**config.mk**
```make
export PLATFORM = sky130hd
export DESIGN_NAME = mem_cmd_sequencer_flat
export DESIGN_NICKNAME = d
export VERILOG_FILES = /design/src/rtl/mem_cmd_sequencer_if.sv /design/src/rtl/mem_cmd_sequencer.sv /design/src/flat_wrapper.sv
export SDC_FILE = /design/constraint.sdc
export NUM_CORES = 1
export LEC_CHECK = 0
export BUFFER_PORTS_ARGS = -buffer_cell sky130_fd_sc_hd__buf_2
export CORE_UTILIZATION = 40
export CTS_BUF_LIST = sky130_fd_sc_hd__clkbuf_2
export CTS_CLUSTER_SIZE = 28
export DETAILED_ROUTE_END_ITERATION = 16
export PLACE_DENSITY = 0.67
export SETUP_SLACK_MARGIN = 0.02
export SLEW_MARGIN = 20
export SYNTH_ARGS = -nofsm -noshare
export SYNTH_HDL_FRONTEND = slang
export SYNTH_SLANG_ARGS = --single-unit
```
**constraint.sdc**
```tcl
create_clock -name clk -period 2.6 [get_ports clk]
set_clock_uncertainty 0.05 [all_clocks]
set_input_delay 0.52 -clock clk [delete_from_list [all_inputs] [get_ports clk]]
set_output_delay 0.52 -clock clk [all_outputs]
set_load 0.005 [all_outputs]
```
**src/rtl/mem_cmd_sequencer_if.sv**
```systemverilog
// Memory request/acknowledge bus between the command sequencer (master) and the memory controller (slave).
interface mem_cmd_sequencer_if #(
    parameter int ADDR_W = 25,
    parameter int DATA_W = 16
);
    logic              mem_req;
    logic              mem_we;
    logic [ADDR_W-1:0] mem_addr;
    logic [DATA_W-1:0] mem_wdata;
    logic              mem_ack;
    logic [DATA_W-1:0] mem_rdata;

    modport master (
        output mem_req, mem_we, mem_addr, mem_wdata,
        input  mem_ack, mem_rdata
    );

    modport slave (
        input  mem_req, mem_we, mem_addr, mem_wdata,
        output mem_ack, mem_rdata
    );
endinterface

```
**src/rtl/mem_cmd_sequencer.sv**
```systemverilog
// Latches one front-end command (write/read/clear sweep) and sequences it onto the memory req/ack bus.
// Optional ack watchdog enabled by defining MEM_TIMEOUT_EN.
module mem_cmd_sequencer #(
    parameter int                ADDR_W         = 25,
    parameter int                DATA_W         = 16,
    parameter logic [ADDR_W-1:0] CLEAR_LAST     = 25'h1FFFFFF,
    parameter logic [DATA_W-1:0] CLEAR_VALUE    = 16'h0000,
    parameter int                TIMEOUT_CYCLES = 255
) (
    input  logic              clk,
    input  logic              rst_n,
    input  logic              io_req,
    input  logic [1:0]        io_mode,
    input  logic [ADDR_W-1:0] io_addr,
    input  logic [DATA_W-1:0] io_wdata,
    input  logic              io_abort,
    output logic              io_ready,
    output logic              io_done,
    output logic [DATA_W-1:0] io_rdata,
    output logic              io_rvalid,
    output logic              io_err,
    mem_cmd_sequencer_if.master mem
);

    localparam logic [1:0] MODE_CLEAR = 2'b00;
    localparam logic [1:0] MODE_READ  = 2'b01;
    localparam logic [1:0] MODE_WRITE = 2'b10;

    typedef enum logic [2:0] {
        IDLE,
        ISSUE,
        WAIT_ACK,
        CLR_ISSUE,
        CLR_WAIT,
        DONE
    } stateT;

    stateT             state;
    logic              memReq;
    logic              memWe;
    logic [ADDR_W-1:0] memAddr;
    logic [DATA_W-1:0] memWdata;
    logic [ADDR_W-1:0] pointer;
    logic              abortPending;

`ifdef MEM_TIMEOUT_EN
    localparam int TW = $clog2(TIMEOUT_CYCLES + 1);
    logic [TW-1:0] waitCnt;
`else
    logic unusedTimeout;
    assign unusedTimeout = (TIMEOUT_CYCLES != 0);
    assign io_err        = 1'b0;
`endif

    assign mem.mem_req   = memReq;
    assign mem.mem_we    = memWe;
    assign mem.mem_addr  = memAddr;
    assign mem.mem_wdata = memWdata;

    // Read/write requests go out on the edge that accepts io_req, so ISSUE already has mem_req high
    // and an ack there counts; clear words use CLR_ISSUE as the req-low gap between words.
    always_ff @(posedge clk) begin
        if (!rst_n) begin
            state        <= IDLE;
            io_ready     <= 1'b1;
            io_done      <= 1'b0;
            io_rvalid    <= 1'b0;
            io_rdata     <= '0;
            memReq       <= 1'b0;
            memWe        <= 1'b0;
            memAddr      <= '0;
            memWdata     <= '0;
            pointer      <= '0;
            abortPending <= 1'b0;
`ifdef MEM_TIMEOUT_EN
            io_err       <= 1'b0;
            waitCnt      <= '0;
`endif
        end else begin
            io_done   <= 1'b0;
            io_rvalid <= 1'b0;
            case (state)
                IDLE: begin
                    if (io_req) begin
                        if (io_mode == MODE_WRITE || io_mode == MODE_READ) begin
                            state    <= ISSUE;
                            io_ready <= 1'b0;
                            memReq   <= 1'b1;
                            memWe    <= (io_mode == MODE_WRITE);
                            memAddr  <= io_addr;
                            memWdata <= io_wdata;
`ifdef MEM_TIMEOUT_EN
                            waitCnt  <= '0;
`endif
                        end else if (io_mode == MODE_CLEAR) begin
                            state        <= CLR_ISSUE;
                            io_ready     <= 1'b0;
                            pointer      <= '0;
                            abortPending <= 1'b0;
                        end
                    end
                end
                ISSUE, WAIT_ACK: begin
                    if (mem.mem_ack) begin
                        memReq    <= 1'b0;
                        state     <= DONE;
                        io_done   <= 1'b1;
                        io_rvalid <= !memWe;
                        if (!memWe) begin
                            io_rdata <= mem.mem_rdata;
                        end
`ifdef MEM_TIMEOUT_EN
                    end else if (waitCnt == TW'(TIMEOUT_CYCLES - 1)) begin
                        memReq  <= 1'b0;
                        io_err  <= 1'b1;
                        state   <= DONE;
                        io_done <= 1'b1;
                    end else begin
                        waitCnt <= waitCnt + 1'b1;
                        state   <= WAIT_ACK;
`else
                    end else begin
                        state <= WAIT_ACK;
`endif
                    end
                end
                CLR_ISSUE: begin
                    memReq   <= 1'b1;
                    memWe    <= 1'b1;
                    memAddr  <= pointer;
                    memWdata <= CLEAR_VALUE;
                    state    <= CLR_WAIT;
`ifdef MEM_TIMEOUT_EN
                    waitCnt  <= '0;
`endif
                    if (io_abort) begin
                        abortPending <= 1'b1;
                    end
                end
                CLR_WAIT: begin
                    if (io_abort) begin
                        abortPending <= 1'b1;
                    end
                    // Last-address test comes before the increment so an all-ones limit never wraps.
                    if (mem.mem_ack) begin
                        memReq <= 1'b0;
                        if (pointer == CLEAR_LAST || abortPending || io_abort) begin
                            state   <= DONE;
                            io_done <= 1'b1;
                        end else begin
                            pointer <= pointer + 1'b1;
                            state   <= CLR_ISSUE;
                        end
`ifdef MEM_TIMEOUT_EN
                    end else if (waitCnt == TW'(TIMEOUT_CYCLES - 1)) begin
                        memReq  <= 1'b0;
                        io_err  <= 1'b1;
                        state   <= DONE;
                        io_done <= 1'b1;
                    end else begin
                        waitCnt <= waitCnt + 1'b1;
`endif
                    end
                end
                DONE: begin
                    state    <= IDLE;
                    io_ready <= 1'b1;
                end
                default: begin
                    state    <= IDLE;
                    io_ready <= 1'b1;
                    memReq   <= 1'b0;
                end
            endcase
        end
    end

endmodule

```
**src/flat_wrapper.sv**
```systemverilog
// flat-port wrapper written by rule: the top's interface ports become plain ports
module mem_cmd_sequencer_flat 
#(
    parameter int                ADDR_W         = 25,
    parameter int                DATA_W         = 16,
    parameter logic [ADDR_W-1:0] CLEAR_LAST     = 25'h1FFFFFF,
    parameter logic [DATA_W-1:0] CLEAR_VALUE    = 16'h0000,
    parameter int                TIMEOUT_CYCLES = 255
)
  (clk, rst_n, io_req, io_mode, io_addr, io_wdata, io_abort, io_ready, io_done, io_rdata, io_rvalid, io_err, mem_mem_req, mem_mem_we, mem_mem_addr, mem_mem_wdata, mem_mem_ack, mem_mem_rdata);
  mem_cmd_sequencer_if #(.ADDR_W(ADDR_W), .DATA_W(DATA_W)) mem_i ();
  input  logic clk;
  input  logic rst_n;
  input  logic io_req;
  input  logic [1:0] io_mode;
  input  logic [ADDR_W-1:0] io_addr;
  input  logic [DATA_W-1:0] io_wdata;
  input  logic io_abort;
  output logic io_ready;
  output logic io_done;
  output logic [DATA_W-1:0] io_rdata;
  output logic io_rvalid;
  output logic io_err;
  output wire logic [$bits(mem_i.mem_req)-1:0] mem_mem_req;
  output wire logic [$bits(mem_i.mem_we)-1:0] mem_mem_we;
  output wire logic [$bits(mem_i.mem_addr)-1:0] mem_mem_addr;
  output wire logic [$bits(mem_i.mem_wdata)-1:0] mem_mem_wdata;
  input wire logic [$bits(mem_i.mem_ack)-1:0] mem_mem_ack;
  input wire logic [$bits(mem_i.mem_rdata)-1:0] mem_mem_rdata;
  assign mem_mem_req = mem_i.mem_req;
  assign mem_mem_we = mem_i.mem_we;
  assign mem_mem_addr = mem_i.mem_addr;
  assign mem_mem_wdata = mem_i.mem_wdata;
  assign mem_i.mem_ack = mem_mem_ack;
  assign mem_i.mem_rdata = mem_mem_rdata;
  mem_cmd_sequencer #(.ADDR_W(ADDR_W), .DATA_W(DATA_W), .CLEAR_LAST(CLEAR_LAST), .CLEAR_VALUE(CLEAR_VALUE), .TIMEOUT_CYCLES(TIMEOUT_CYCLES)) u_core (.clk(clk), .rst_n(rst_n), .io_req(io_req), .io_mode(io_mode), .io_addr(io_addr), .io_wdata(io_wdata), .io_abort(io_abort), .io_ready(io_ready), .io_done(io_done), .io_rdata(io_rdata), .io_rvalid(io_rvalid), .io_err(io_err), .mem(mem_i));
endmodule
```
==> reports/results.ini, run 1 <==
[status]
status=finished, final reports clean

[sta]
worst_slew_margin_rel_pct=49.9
post-route-worst-setup-slack_ps=296
grt_setup_unrepaired=no
setup_tns_ps=0
final_period_demand_of_the_worst_path_ps=2300
setup-violations-final=0
layout_worst_path_cycle_share_pct=88.6
final_hold_viol_count=0
peak_freq_mhz=434
tightest_slew_ps=752
timing_max_transition_violations_final=0

[layout]
final_cells=764
areaGrowthSynthToFinish_pct=23.4
antenna_cells_inserted=0
final_core_occ_pct=51.3
final_nets=693
drive_above_1_share_pct=27.4

[floorplanning]
core_area_um2=9860
chipWidth_um=103
num_io_pins=127
initial_util_pct=41.6
placementRows=36
die_h_um=103
die_area_um2=10700

[drt]
met3_wirelength_um=573
dr.pass1.iters=5
drt-vias-per-instance=5.39
drc_errors=0
highest_layer=met4
antenna_violating_nets_post_route=0
routed_wl_um=10800
vias=4115
met2_length_um=4950
wl_met1_um=5140
drt_iter0_drc=223
wl_per_cell_um=14.1

[synthesis]
synth.cells.most_frequent=91 x dfxtp_1, 89 x nand2_1, 58 x nor2_1
ys_async_sr_fraction_pct=0
synth-seq-cells=91
yosys_most_used_dff=dfxtp_1
synth-seq-area-share_pct=44.4
synth-warning-count=0
synth_area_per_cell_um2=8.14
synth_enable_flop_cells=0
summed_instance_area_of_the_synthesized_netlist_um2=4100
post_synth_inst_count=504
yosysMostFrequentCell=dfxtp_1
leading_post_synthesis_cells_by_cell_area=dfxtp_1 44%, nand2_1 8.1%, a311oi_1 5.3%
mappedNetlistNets=571
synth.top_cell.area_share_pct=44.4
synth_unique_cells=50
yosys.area.top_type=dfxtp_1

[place]
dp_cells=748
port_buffers=125
placement.setup.worst_slack_ps=-10.6
post-dp-hpwl_um=7790
globalplace.congestion=0.818

[cts]
clkLatencyLatePin_ps=570
cts_post_setup_buffers_inserted=0
root_buffer=clkbuf_2
cts_buffers=9
count_of_instances_resized_after_the_clock_tree_is_built=0
ctsHtreeMaxLevel=3
clock_sink_count=91
max-clock-path-buffers=2
tritoncts=yes
cts_hold_repair.buffers=0
cts.clk_slew.worst_paths_ps=240

[grt]
global_route_wire_length_before_repair_um=16600
grt_max_degree=68
antenna_violations_before_repair=0
global_route.usage.total_pct=19.9
grt_pass1_vias=3565
grt_overflow=0

[power]
cellLeakagePower_nw=2.11
power.ir.vdd_worst_uv=326
power.density_nw_per_um2=718
power.total_w=0.00364

[min_path]
min_delay_worst_endpoint=u_core.mem.mem_wdata[15]
min_delay_path_depth=3
min_path_type=input pin to register
hp-start=io_wdata[15]

[setup_path]
worst-endpoint-arrival_ps=2780
critical_path_fanout_max=11
ff2ff_path_depth=5
r2r_slack_ps=300
reg2reg_from=u_core.state[2]
critPathLaunchType=register
worst-setup-path-type=register to register
setup.worst_path.end_class=register
timing.rr.end=u_core.pointer[17]
timing.critical_path.required_ps=3080

[run]
timing.max_cap.violations=0

-- layer usage --
metal,vias up,track usage [%]
li1,2063,-
met1,1920,27.7
met2,117,30.1
met3,15,3.83
met4,0,8.23
met5,-,0
-- power by group --
| group | total, W | internal (W) | switching (W) |
|---|---|---|---|
| registers | 0.00172 | 0.00160 | 0.000117 |
| logic | 0.00112 | 0.000508 | 0.000617 |
| clock network | 0.000794 | 0.000314 | 0.000481 |
-- critical path, cell delays in order, from the launching register on --
cell      delay, ps
dfxtp_1         600
and4bb_2        340
a21oi_2          60
a2111o_1        510
or4_1           550
a21oi_1         150
-- area by class of cell --
cell class / instances / area [um2]
Clock inverter: 6 / 80.1
Timing Repair Buffer: 150 / 826
Tap cell: 133 / 166
Fill cell: 962 / 4800
Sequential cell: 91 / 1820
Inverter: 5 / 18.8
Clock buffer: 10 / 50.0
Multi-Input combinational cell: 369 / 2100
-- cells in the final DEF (no fill, tap or decap), types with 18 or more instances in the layout --
cell type	instances
a21oi_1	35
a311oi_1	25
buf_2	125
buf_4	24
dfxtp_1	91
mux2i_1	18
nand2_1	89
nand3_1	31
nor2_1	58
o21ai_0	18
-- per-stage QoR --
| stage | instance area (um2) | hold slack (ps) |
|---|---|---|
| floorplan | 4100 | 398 |
| global placement | 4930 | 385 |
| detailed placement | 4930 | 397 |
| CTS | 5060 | 83.1 |
| global route | 5060 | 55.6 |
| finish | 5060 | 106 |
-- logic make-up after synthesis --
group                      after synthesis  synth area share, %
and+or+nand+nor                        222                 24.8
AOI/OAI and AO/OA                      124                 20.3
DFF                                     91                 44.4
buffers and inverters                   44                 4.88
muxes                                   18                 4.39
adders and majority gates                3                0.915
other                                    1               0.0914
xor gates and xnor gates                 1                0.214
-- state kept, by name, summed over array words and instances, names as in the netlist --
signal / flops
u_core.pointer: 25
u_core.mem.mem_wdata: 16
u_core.mem.mem_addr: 25
u_core.mem.mem_req: 1
u_core.abortPending: 1
u_core.mem.mem_we: 1
u_core.io_ready: 1
u_core.io_rvalid: 1
u_core.io_done: 1
u_core.state: 3
u_core.io_rdata: 16
-- how the worst max path moves through the flow --
| stage | slack, ps | end | depth (start not counted) | startpoint |
|---|---|---|---|---|
| after floorplan | 160 | u_core.pointer[15] | 8 | io_mode[0] |
| after global placement | 30 | u_core.pointer[17] | 8 | io_mode[0] |
| after detailed placement | -10 | u_core.pointer[17] | 8 | io_mode[0] |
| after CTS | 270 | u_core.pointer[10] | 7 | u_core.pointer[1] |
| after global routing | 80 | u_core.pointer[21] | 7 | u_core.pointer[1] |
| final | 300 | u_core.pointer[17] | 5 | u_core.state[2] |
(Power assumes the default switching activity.)
==> run 2, diff against run 1 <==
- ABC_AREA: not set -> 1
- PLACE_DENSITY: 0.67 -> 0.66
==> run 2 against run 1 <==
Compared with the run above: routed wire length up 7.8%; fmax increased by 4.2%; worst hold slack lost 2.0 ps; largest cell class unchanged; critical endpoint is now u_core.pointer[8]; critical path depth increased by 7; register-to-register slack improved by 90 ps; highest routed layer unchanged; synthesized area rose by 14%; sequential share of layout area down 2.5 points; clock power decreased by 21%; worst setup slack improved by 93 ps.
==> reports/results.ini, run 2 <==
[power]
cellLeakagePower_nw=2.56
power.density_nw_per_um2=788
power.ir.vdd_worst_uv=365

[synthesis]
synth.top_cell.area_share_pct=38.9
yosysMostFrequentCell=nand2_1
summed_instance_area_of_the_synthesized_netlist_um2=4690
ys_async_sr_fraction_pct=0
synth-seq-cells=91
synth_area_per_cell_um2=6.55
post_synth_inst_count=716
synth_enable_flop_cells=0
synth-warning-count=0
leading_post_synthesis_cells_by_cell_area=dfxtp_1 39%, nand2_1 14%, nor2_1 9.1%
mappedNetlistNets=783
synth-seq-area-share_pct=38.9
synth_unique_cells=30
yosys_most_used_dff=dfxtp_1
yosys.area.top_type=dfxtp_1
synth.cells.most_frequent=169 x nand2_1, 114 x nor2_1, 91 x dfxtp_1

[grt]
global_route.usage.total_pct=19.1
antenna_violations_before_repair=0
grt_pass1_vias=3884
grt_max_degree=86
grt_overflow=0
global_route_wire_length_before_repair_um=18200

[setup_path]
worst-setup-path-type=register to register
most_repeated_library_cell_on_the_critical_path=nand2_2
critPathLaunchType=register
path_cells=ha_1, nand2_2, nor2_4, nand2_2, nor2_4, nand2_2, nand2_2, nand2_4, nand2_4, inv_1, nor2_1, nor2_1
timing.critical_path.required_ps=3020
slowest_stage=dfxtp_1
worst_path_dominant_cell_family=simple AND/OR/NAND/NOR gates
critical_path_fanout_max=24
worst-endpoint-arrival_ps=2630
max_stage_delay_ps=440
cp.buffers_inverters=1
setup.worst_path.end_class=register

[status]
status=finished, final reports clean

[drt]
met2_length_um=5080
wl_per_cell_um=12.0
wl_met1_um=5720
drt-vias-per-instance=4.81
routed_wl_um=11700
antenna_violating_nets_post_route=0
met3_wirelength_um=709
dr.pass1.iters=5
drt_iter0_drc=484
highest_layer=met4
drc_errors=0
vias=4660

[floorplanning]
die_area_um2=12200
placementRows=39
die_h_um=110
initial_util_pct=41.1
chipWidth_um=110
num_io_pins=127
core_area_um2=11400

[cts]
cts_hold_repair.buffers=0
count_of_instances_resized_after_the_clock_tree_is_built=0
cts_post_setup_buffers_inserted=0
max-clock-path-buffers=2
clkLatencyLatePin_ps=550
cts_buffers=9
ctsHtreeMaxLevel=3
clock_sink_count=91
root_buffer=clkbuf_2
tritoncts=yes
cts.clk_slew.worst_paths_ps=260

[layout]
areaGrowthSynthToFinish_pct=16.1
final_nets=888
final_common_cell=nand2_1
drive_above_1_share_pct=21.2
multi_input_area_um2=2350
n_fill_cell=1219
leading_cell_types_in_the_layout_fill_and_taps_excluded=168 x nand2_1, 125 x buf_2, 114 x nor2_1
antenna_cells_inserted=0
ff_latch_area_um2=1820
final_core_occ_pct=47.7

[sta]
post-route-worst-setup-slack_ps=389
grt_setup_unrepaired=no
final_period_demand_of_the_worst_path_ps=2210
worst_slew_margin_rel_pct=32.2
timing_max_transition_violations_final=0
layout_worst_path_cycle_share_pct=85.0
finalHoldWorstSlack_ps=104
setup_tns_ps=0
final_hold_viol_count=0
peak_freq_mhz=452
setup-violations-final=0
tightest_slew_ps=1020

[place]
post-dp-hpwl_um=8340
placement.setup.worst_slack_ps=467
globalplace.congestion=0.910
port_buffers=125

[run]
timing.max_cap.violations=0

[min_path]
min_path_type=input pin to register

-- run 2: per-stage QoR --
| step | cell area (um2) | power (W) | std cells |
|---|---|---|---|
| finish | 5440 | 0.00429 | 968 |
| global route | 5440 | 0.00468 | 968 |
| CTS | 5440 | 0.00432 | 968 |
| detailed placement | 5360 | 0.00369 | 953 |
| global placement | 5360 | 0.00368 | 953 |
| floorplan | 4690 | 0.00319 | 716 |
-- run 2: path summary, 6_finish.rpt --
path / from / end / slack (ps) / cells past startpoint
setup / recovery: u_core.pointer[1] / u_core.pointer[8] / 390 / 12
hold / removal: mem_mem_rdata[9] / u_core.io_rdata[9] / 100 / 3
setup reg to reg: u_core.pointer[1] / u_core.pointer[8] / 390 / 12
hold reg to reg: u_core.mem.mem_addr[14] / u_core.mem.mem_addr[14] / 410 / 2
-- run 2: layer usage --
metal,vias to the layer above,GRT usage [%]
li1,2466,-
met2,124,29.5
met4,0,6.39
met5,-,0
met1,2059,26.7
met3,11,3.35
-- run 2: tightest hold or removal path, stage by stage --
cell and delay [ps]:
buf_2 80, nor2_1 30, nor2_1 80
-- run 2: cell families after synthesis --
kind of cell	Yosys count	share of synthesized area, %
buffers and inverters	118	11.1
flip-flops	91	38.9
AND/OR/NAND/NOR	368	34.2
other	1	0.0800
adder cells (fa/ha/maj)	3	0.801
AO/OA/AOI/OAI	135	15.0
-- run 2: report_power, final --
part,internal [W],switching (W),total [W]
registers,0.00175,0.000232,0.00198
clock network,0.000131,0.000496,0.000626
logic,0.000665,0.00101,0.00168
-- run 2: area by class of cell --
cell class                      count  area share (%)
Sequential cell                    91            33.5
Clock inverter                      5           0.690
Multi-Input combinational cell    507            43.3
Inverter                           81            5.59
Tap cell                          143            3.29
Timing Repair Buffer              131            12.8
Clock buffer                       10           0.920
